File: src/rtl/sobel_window_filter.sv
// Sobel edge-magnitude filter consuming a 3x3 pixel window, one pixel per clock.
// Latency: fixed 3 clocks from input edge to output, full throughput.
// Backpressure: none; the pipeline always advances, in_valid only tags samples.
module sobel_window_filter #(
    parameter int COLS = 640,
    parameter int ROWS = 480
) (
    input  logic        clock,
    input  logic        reset,
    input  logic [71:0] matrix,
    input  logic        in_valid,
    input  logic [10:0] hcount_in,
    input  logic [9:0]  vcount_in,
    input  logic        hsync_in,
    input  logic        vsync_in,
    input  logic        blank_in,
    input  logic [7:0]  threshold,
    input  logic        binarize,
    output logic [7:0]  pixel_out,
    output logic        out_valid,
    output logic [10:0] hcount_out,
    output logic [9:0]  vcount_out,
    output logic        hsync_out,
    output logic        vsync_out,
    output logic        blank_out
);

    // Last active column/row; anything at or beyond counts as border,
    // which also covers the blanking region past the active area.
    localparam logic [10:0] H_LAST = 11'(COLS - 1);
    localparam logic [9:0]  V_LAST = 10'(ROWS - 1);

    // Sideband carried alongside the data through stages 1 and 2.
    typedef struct packed {
        logic        vld;
        logic [10:0] hcount;
        logic [9:0]  vcount;
        logic        hsync;
        logic        vsync;
        logic        blank;
        logic        border;
    } side_t;

    // Blank is held high out of reset so the display path sees blanking.
    localparam side_t SIDE_RST = '{
        vld: 1'b0, hcount: 11'd0, vcount: 10'd0,
        hsync: 1'b0, vsync: 1'b0, blank: 1'b1, border: 1'b0
    };

    // ------------------------------------------------------------------
    // Window unpack: rows are z8 z7 z6 / z5 z4 z3 / z2 z1 z0.
    // The centre pixel z4 does not contribute to either Sobel kernel.
    // ------------------------------------------------------------------
    logic [7:0] z8, z7, z6, z5, z3, z2, z1, z0;

    assign z8 = matrix[71:64];
    assign z7 = matrix[63:56];
    assign z6 = matrix[55:48];
    assign z5 = matrix[47:40];
    assign z3 = matrix[31:24];
    assign z2 = matrix[23:16];
    assign z1 = matrix[15:8];
    assign z0 = matrix[7:0];

    // ------------------------------------------------------------------
    // Stage 1: positive/negative kernel halves, border flag, controls.
    // ------------------------------------------------------------------
    logic [9:0] px_d, nx_d, py_d, ny_d;
    logic [9:0] px_q, nx_q, py_q, ny_q;
    side_t      s1_d, s1_q;
    logic [7:0] thr1_q;
    logic       bin1_q;

    // Kernel halves kept unsigned; the subtraction happens next stage.
    always_comb begin
        px_d = {2'b00, z8} + {1'b0, z5, 1'b0} + {2'b00, z2};
        nx_d = {2'b00, z6} + {1'b0, z3, 1'b0} + {2'b00, z0};
        py_d = {2'b00, z8} + {1'b0, z7, 1'b0} + {2'b00, z6};
        ny_d = {2'b00, z2} + {1'b0, z1, 1'b0} + {2'b00, z0};

        s1_d        = SIDE_RST;
        s1_d.vld    = in_valid;
        s1_d.hcount = hcount_in;
        s1_d.vcount = vcount_in;
        s1_d.hsync  = hsync_in;
        s1_d.vsync  = vsync_in;
        s1_d.blank  = blank_in;
        s1_d.border = (hcount_in == 11'd0) || (hcount_in >= H_LAST) ||
                      (vcount_in == 10'd0) || (vcount_in >= V_LAST);
    end

    // Stage 1 registers; threshold/binarize sampled here so they stay
    // aligned with the window they apply to.
    always_ff @(posedge clock) begin
        if (reset) begin
            px_q   <= '0;
            nx_q   <= '0;
            py_q   <= '0;
            ny_q   <= '0;
            s1_q   <= SIDE_RST;
            thr1_q <= '0;
            bin1_q <= 1'b0;
        end else begin
            px_q   <= px_d;
            nx_q   <= nx_d;
            py_q   <= py_d;
            ny_q   <= ny_d;
            s1_q   <= s1_d;
            thr1_q <= threshold;
            bin1_q <= binarize;
        end
    end

    // ------------------------------------------------------------------
    // Stage 2: signed gradients, absolute values, L1 magnitude.
    // ------------------------------------------------------------------
    logic signed [10:0] gx, gy;
    logic [9:0]         ax, ay;
    logic [10:0]        mag_d, mag_q;
    side_t              s2_q;
    logic [7:0]         thr2_q;
    logic               bin2_q;

    // |gx|,|gy| never exceed 1020, so the negation fits in 10 bits.
    always_comb begin
        gx    = $signed({1'b0, px_q}) - $signed({1'b0, nx_q});
        gy    = $signed({1'b0, py_q}) - $signed({1'b0, ny_q});
        ax    = gx[10] ? 10'(-gx) : gx[9:0];
        ay    = gy[10] ? 10'(-gy) : gy[9:0];
        mag_d = {1'b0, ax} + {1'b0, ay};
    end

    // Stage 2 registers: magnitude plus the sideband shifted along.
    always_ff @(posedge clock) begin
        if (reset) begin
            mag_q  <= '0;
            s2_q   <= SIDE_RST;
            thr2_q <= '0;
            bin2_q <= 1'b0;
        end else begin
            mag_q  <= mag_d;
            s2_q   <= s1_q;
            thr2_q <= thr1_q;
            bin2_q <= bin1_q;
        end
    end

    // ------------------------------------------------------------------
    // Stage 3: saturate, binarise, suppress border, register outputs.
    // ------------------------------------------------------------------
    logic [7:0]  sat;
    logic [7:0]  pix_d, pix_q;
    logic        vld3_q;
    logic [10:0] hcount3_q;
    logic [9:0]  vcount3_q;
    logic        hsync3_q, vsync3_q, blank3_q;

    // Border wins over binarisation; blanking-region pixels land here too.
    always_comb begin
        sat   = (mag_q > 11'd255) ? 8'hFF : mag_q[7:0];
        pix_d = sat;
        if (s2_q.border) begin
            pix_d = 8'h00;
        end else if (bin2_q) begin
            pix_d = (sat >= thr2_q) ? 8'hFF : 8'h00;
        end
    end

    // Output registers; no input reaches an output without three flops.
    always_ff @(posedge clock) begin
        if (reset) begin
            pix_q     <= '0;
            vld3_q    <= 1'b0;
            hcount3_q <= '0;
            vcount3_q <= '0;
            hsync3_q  <= 1'b0;
            vsync3_q  <= 1'b0;
            blank3_q  <= 1'b1;
        end else begin
            pix_q     <= pix_d;
            vld3_q    <= s2_q.vld;
            hcount3_q <= s2_q.hcount;
            vcount3_q <= s2_q.vcount;
            hsync3_q  <= s2_q.hsync;
            vsync3_q  <= s2_q.vsync;
            blank3_q  <= s2_q.blank;
        end
    end

    assign pixel_out  = pix_q;
    assign out_valid  = vld3_q;
    assign hcount_out = hcount3_q;
    assign vcount_out = vcount3_q;
    assign hsync_out  = hsync3_q;
    assign vsync_out  = vsync3_q;
    assign blank_out  = blank3_q;

endmodule

File: config.mk
export PLATFORM = sky130hd
export DESIGN_NAME = sobel_window_filter
export DESIGN_NICKNAME = d
export VERILOG_FILES = /design/src/rtl/sobel_window_filter.sv
export SDC_FILE = /design/constraint.sdc
export NUM_CORES = 1
export LEC_CHECK = 0
export ABC_AREA = 1
export BUFFER_PORTS_ARGS = -buffer_cell sky130_fd_sc_hd__buf_2
export CORE_AREA = 2 2 133 135
export DETAILED_ROUTE_END_ITERATION = 10
export DIE_AREA = 0 0 135 137
export HOLD_SLACK_MARGIN = 0.02
export PLACE_DENSITY = 0.74
export REMOVE_ABC_BUFFERS = 1
export SLEW_MARGIN = 20
export SYNTH_ARGS = -nofsm -noshare
export SYNTH_HDL_FRONTEND = slang
export SYNTH_SLANG_ARGS = --single-unit
File: constraint.sdc
create_clock -name clock -period 3.1 [get_ports clock]
set_input_delay 0.465 -clock clock [delete_from_list [all_inputs] [get_ports clock]]
set_output_delay 0.465 -clock clock [all_outputs]
set_load 0.03 [all_outputs]
After elaboration in Yosys (flattened, before gate mapping)
Cells that the tools add are included.
W data, S select, Z words.
Storage, ports and cells
  flip-flop bits (word level): 154
  input bits: 108
  logic and storage cells: 58
Cells by class
  $add $sub $neg: 13
  $lt $le $gt $ge: 4
  muxes and demuxes: 5
  reductions and logical operators: 6
Operators with widths (number)
  $add A10 B8 Y10: 4
  $add A8 B9 Y10: 4
  $mux W8: 3
  $sub A10 B10 Y11: 2
  $mux W10: 2
  $neg A10 Y10: 2
  $add A10 B10 Y11: 1
  $ge A11 B10 Y1 const B: 1
  $gt A11 B8 Y1 const B: 1
  $logic_not A11 Y1: 1
  $ge A10 B9 Y1 const B: 1
  $logic_not A10 Y1: 1
  $ge A8 B8 Y1: 1
  $logic_or A1 B1 Y1: 3
  $reduce_or A2 Y1: 1

Logic depth before layout (Yosys ltp)
  depth after elaboration: 5
  depth in mapped cells: 23

Least setup slack after synthesis
Ideal clock, no wire load.
  kind: register to register
  start: register px_q[0]
  end: register mag_q[8]
  setup time: 0.070 ns
  arrival: 2.857 ns
  data required time: 3.030 ns
  setup slack: 0.174 ns
  stages on the path, launching flop included: 23
  clock period less this slack: 2.926 ns
  cell sequence: dfxtp_1 inv_1 ha_1 fa_1 inv_1 nand2_2 nand2_2 nand3_2 nand2_2 nand2_2 nand2_4 inv_4 or2_1 o21ai_2 inv_2 fa_1 nor2_1 nand2_1 nand2_1 a21oi_1 o21bai_1 o21ai_0 a21oi_1
Between the ends
  cells in the longest elaborated chain, start to end: 4
RTL lines
  start, declared: RTL line 69  | logic [9:0] px_q, nx_q, py_q, ny_q;
  start signal, assigned: RTL line 104  | px_q <= px_d;
  $sub A10 B10 Y11 *: RTL line 126  | gx = $signed({1'b0, px_q}) - $signed({1'b0, nx_q});
  $neg A10 Y10: RTL line 128  | ax = gx[10] ? 10'(-gx) : gx[9:0];
  $mux W10 *: RTL line 128
  $add A10 B10 Y11 *: RTL line 130  | mag_d = {1'b0, ax} + {1'b0, ay};
  end signal, assigned: RTL line 141  | mag_q <= mag_d;
  end, declared: RTL line 119  | logic [10:0] mag_d, mag_q;
Mark *: on every way between the ends. The rest lies on a longest branch, timed or not.
A chain may end at the register's enable or synchronous reset.

Worst setup path in the final report
Same ends and word-level chain as after synthesis.

==> impl_results.md <==
- Pins over their slew limit: 0
- Max layer used: met4
- Crit path top cell by count: nand2_2
- Num CTS Buffers: 17
- Combinational power share: 53.7%
- Final Critical Period: 3.03 ns
- NetSw: 3840 uW
- Fillers: 1,537
- FF/Latch Area: 3080 um^2
- Sequential power share: 24.5%
- Worst hold-check path type: in2reg
- FFs w/ async S/R, synth: 0%
- Clock power share: 21.9%
- Wire per inst: 11.6 um
- Final instance area: 10,200 um^2
- Crit Path Category: reg2reg
- Worst-path maximum fanout: 4
- IO Pins: 141
- Input/output buffers: 132
- Average size of a mapped cell: 7.59 um^2
- Worst-skew pair later-pin latency: 0.43 ns
- Startpoint types: register
- Post-synth EDFFs: 0
- CTS sink cnt: 154
- TritonRoute pass-1 iters: 5
- DR vias: 7,084
- Mapped cell area: 8440 um^2
- Core area: 17,100 um^2
- Routed wl met3: 729 um
- Post-Layout Cell Count: 1,499
- Post-Syn Instances: 1,112
- Leakage: 0.00532 uW
- First-pass GRT wire length: 28,900 um
- P per Cell Area: 919 nW/um^2
- Worst clock skew: 0.0125 ns
- XOR/XNOR Fraction of Synth Area: 1.14%
- Initial Utilization: 49.5%
- Die area: 18,500 um^2
- Maximum clock rate: 0.330 GHz
- Compound-Gate Fraction of Synth Area: 8.72%
- Gr ovfl total: 0
- CTS tree: built
- Tightest Pin Transition: 0.943 ns
- Peak supply drop: 0.655 mV
- Crit path required time: 3.46 ns
- Standard-cell row count: 48
- Via density: 4.73
- Area grow syn2layout: 20.5%
- Most used flip-flop cell after synthesis: dfxtp_1
- Hold Buf Count CTS: 0
- H-tree Lvls: 4
- Share of cells above drive strength 1: 18.8%
- Clock slew at reported path FFs: 0.07 ns
- Synth Area in Adders: 19.6%
- # setup viols final: 0
- Longest Clk Path Bufs: 2
- Final WL: 17,400 um
- Met2 WL post-DR: 8630 um
- Total Power: 9340 uW
- Setup crit end kind: register
- Crit path cell chain: inv_1, ha_2, fa_2, inv_2, nand2_2, nand2_2, nand3_2, nand2_2, nand2_2, nand2_4, inv_4, or2_1, o21ai_2, inv_2, fa_2, nor2_2, nand2_1, nand2_2, a21oi_2, o21bai_1, o21ai_0, a21oi_1
- Post-placement cell area: 9380 um^2
- Die H: 137 um
- Period utilization: 97.7%
- Commonest cells in the netlist: inv_1 (245), nand2_1 (183), dfxtp_1 (154), nor2_1 (141), ha_1 (76)
- Max_slew headroom: 37.1%
- Data arrival time of the critical path: 3.39 ns
- Flops & latches, synth: 154
- Maxcap violations: 0
- Largest family of logic cells by synthesized area: simple AND/OR/NAND/NOR gates
- Placed cells: 1,460
- RSZ-0062 raised after global routing: yes
- P_int: 5510 uW
- Final Hold Vio Count: 0
- Vias in the first global route: 6,621
- CP max stage delay: 0.40 ns
- Slowest-stage cell, CP: fa_2
- Met1 Wirelength: 7610 um
- Run status: completed
- Post-route DRC: 0
- Final ANT Viol Nets: 0
- Synth Warn #: 0
- Largest net degree at the start of global routing: 86
- Die W: 135 um
- CTS root buf: clkbuf_16
- Area of the multi-input gates: 4500 um^2
- Ant. Diodes: 0
- Gr usage total: 19.5%
- Post-synth top area share: 36.5%
- Sequential-to-total area share from yosys stat: 36.5%
- Leading area contributor after synthesis: dfxtp_1
- Distinct cells, synth: 32
- GP Congestion: 0.902
- DP HPWL: 13,600 um
- Top post-synthesis cells by area: dfxtp_1 (37%), ha_1 (11%), inv_1 (11%)
- Most common cell in the netlist: inv_1
- Nets: 1,480
- Sw Ratio: 41.1%
- Simple-gate area share of the yosys netlist: 22.2%
- Detailed Route Iter0 Violations: 293
- Initial antenna violation count: 0
- Mux contribution to synthesized area: 0%
[worst paths after layout]
path / cells after the start / slack [ns] / startpoint / end
worst max-delay path: 22 / 0.07 / px_q[0] / mag_q[8]
worst min-delay path: 2 / 0.22 / blank_in / s1_q[1]
worst max register to register: 22 / 0.07 / px_q[0] / mag_q[8]
worst min register to register: 2 / 0.39 / s1_q[5] / s2_q[5]
[layout make-up]
type	instances	share of cell area [%]
multi-input combinational	692	44.3
clock buffer	21	4.43
clock inverter	11	1.34
sequential	154	30.3
timing repair buffer	147	7.63
inverter	249	9.22
tap	225	2.77
[logic make-up after synthesis]
family / Yosys count
adder cells (fa/ha/maj): 111
AO/OA/AOI/OAI: 135
flip-flops: 154
buffers and inverters: 266
XOR/XNOR: 11
AND/OR/NAND/NOR: 435
[placed cells by master (no fill, tap or decap), types with 6 or more instances in the layout]
master,n
a21oi_1,68
a21oi_2,6
a31oi_1,6
buf_2,131
buf_4,16
clkbuf_16,17
dfxtp_1,153
fa_1,32
ha_1,68
ha_4,6
inv_1,242
inv_2,6
nand2_1,179
nand2_2,11
nand3_1,39
nand3b_1,6
nand4_1,15
nor2_1,137
nor3_1,17
o21ai_0,33
or2_2,12
xor2_1,7
[through the flow]
stage	setup WS [ns]	utilization (%)	hold slack (ns)	TNS, ns
finish	0.0710	59.6	0.216	0
global placement	0.0260	55.0	0.389	0
detailed placement	0.00126	55.0	0.392	0
global route	-0.174	59.6	0.209	-0.394
floorplan	0.155	-	0.388	0
CTS	-0.0227	58.5	0.203	-0.0227
[power groups by stage]
stage	Sequential (uW)	Combinational, uW	Clock, uW
2_1_floorplan	2390	3260	0
3_3_place_gp	2330	4210	0
3_5_place_dp	2330	4300	0
4_1_cts	2290	4380	2080
5_1_grt	2310	5730	2170
6_report	2290	5010	2040
[timing repair]
item,CTS,global route
setup endpoints to repair,2,7
setup buffers,0,7
pin swaps,1,17
resized for setup,1,40
[sequential cells by signal, summed over array words and instances (netlist names), 10 cells and up]
register,count
mag_q,11
py_q,10
px_q,10
s1_q,26
nx_q,10
s2_q,26
vcount_out,10
hcount_out,11
ny_q,10
[critical path: cells and delay by family, from the launching register on]
| kind | cells | cell delay [ns] |
|---|---|---|
| adder cells (fa/ha/maj) | 3 | 0.98 |
| AND/OR/NAND/NOR | 10 | 0.93 |
| AO/OA/AOI/OAI | 5 | 0.55 |
| flip-flops | 1 | 0.30 |
| buffers and inverters | 4 | 0.21 |
[metal layers]
metal / track usage, % / vias up
met4: 8.22 / 0
met2: 34.3 / 176
li1: - / 3745
met5: 0 / -
met1: 23.0 / 3123
met3: 4.30 / 40
Power figures use the tool's default switching activity.
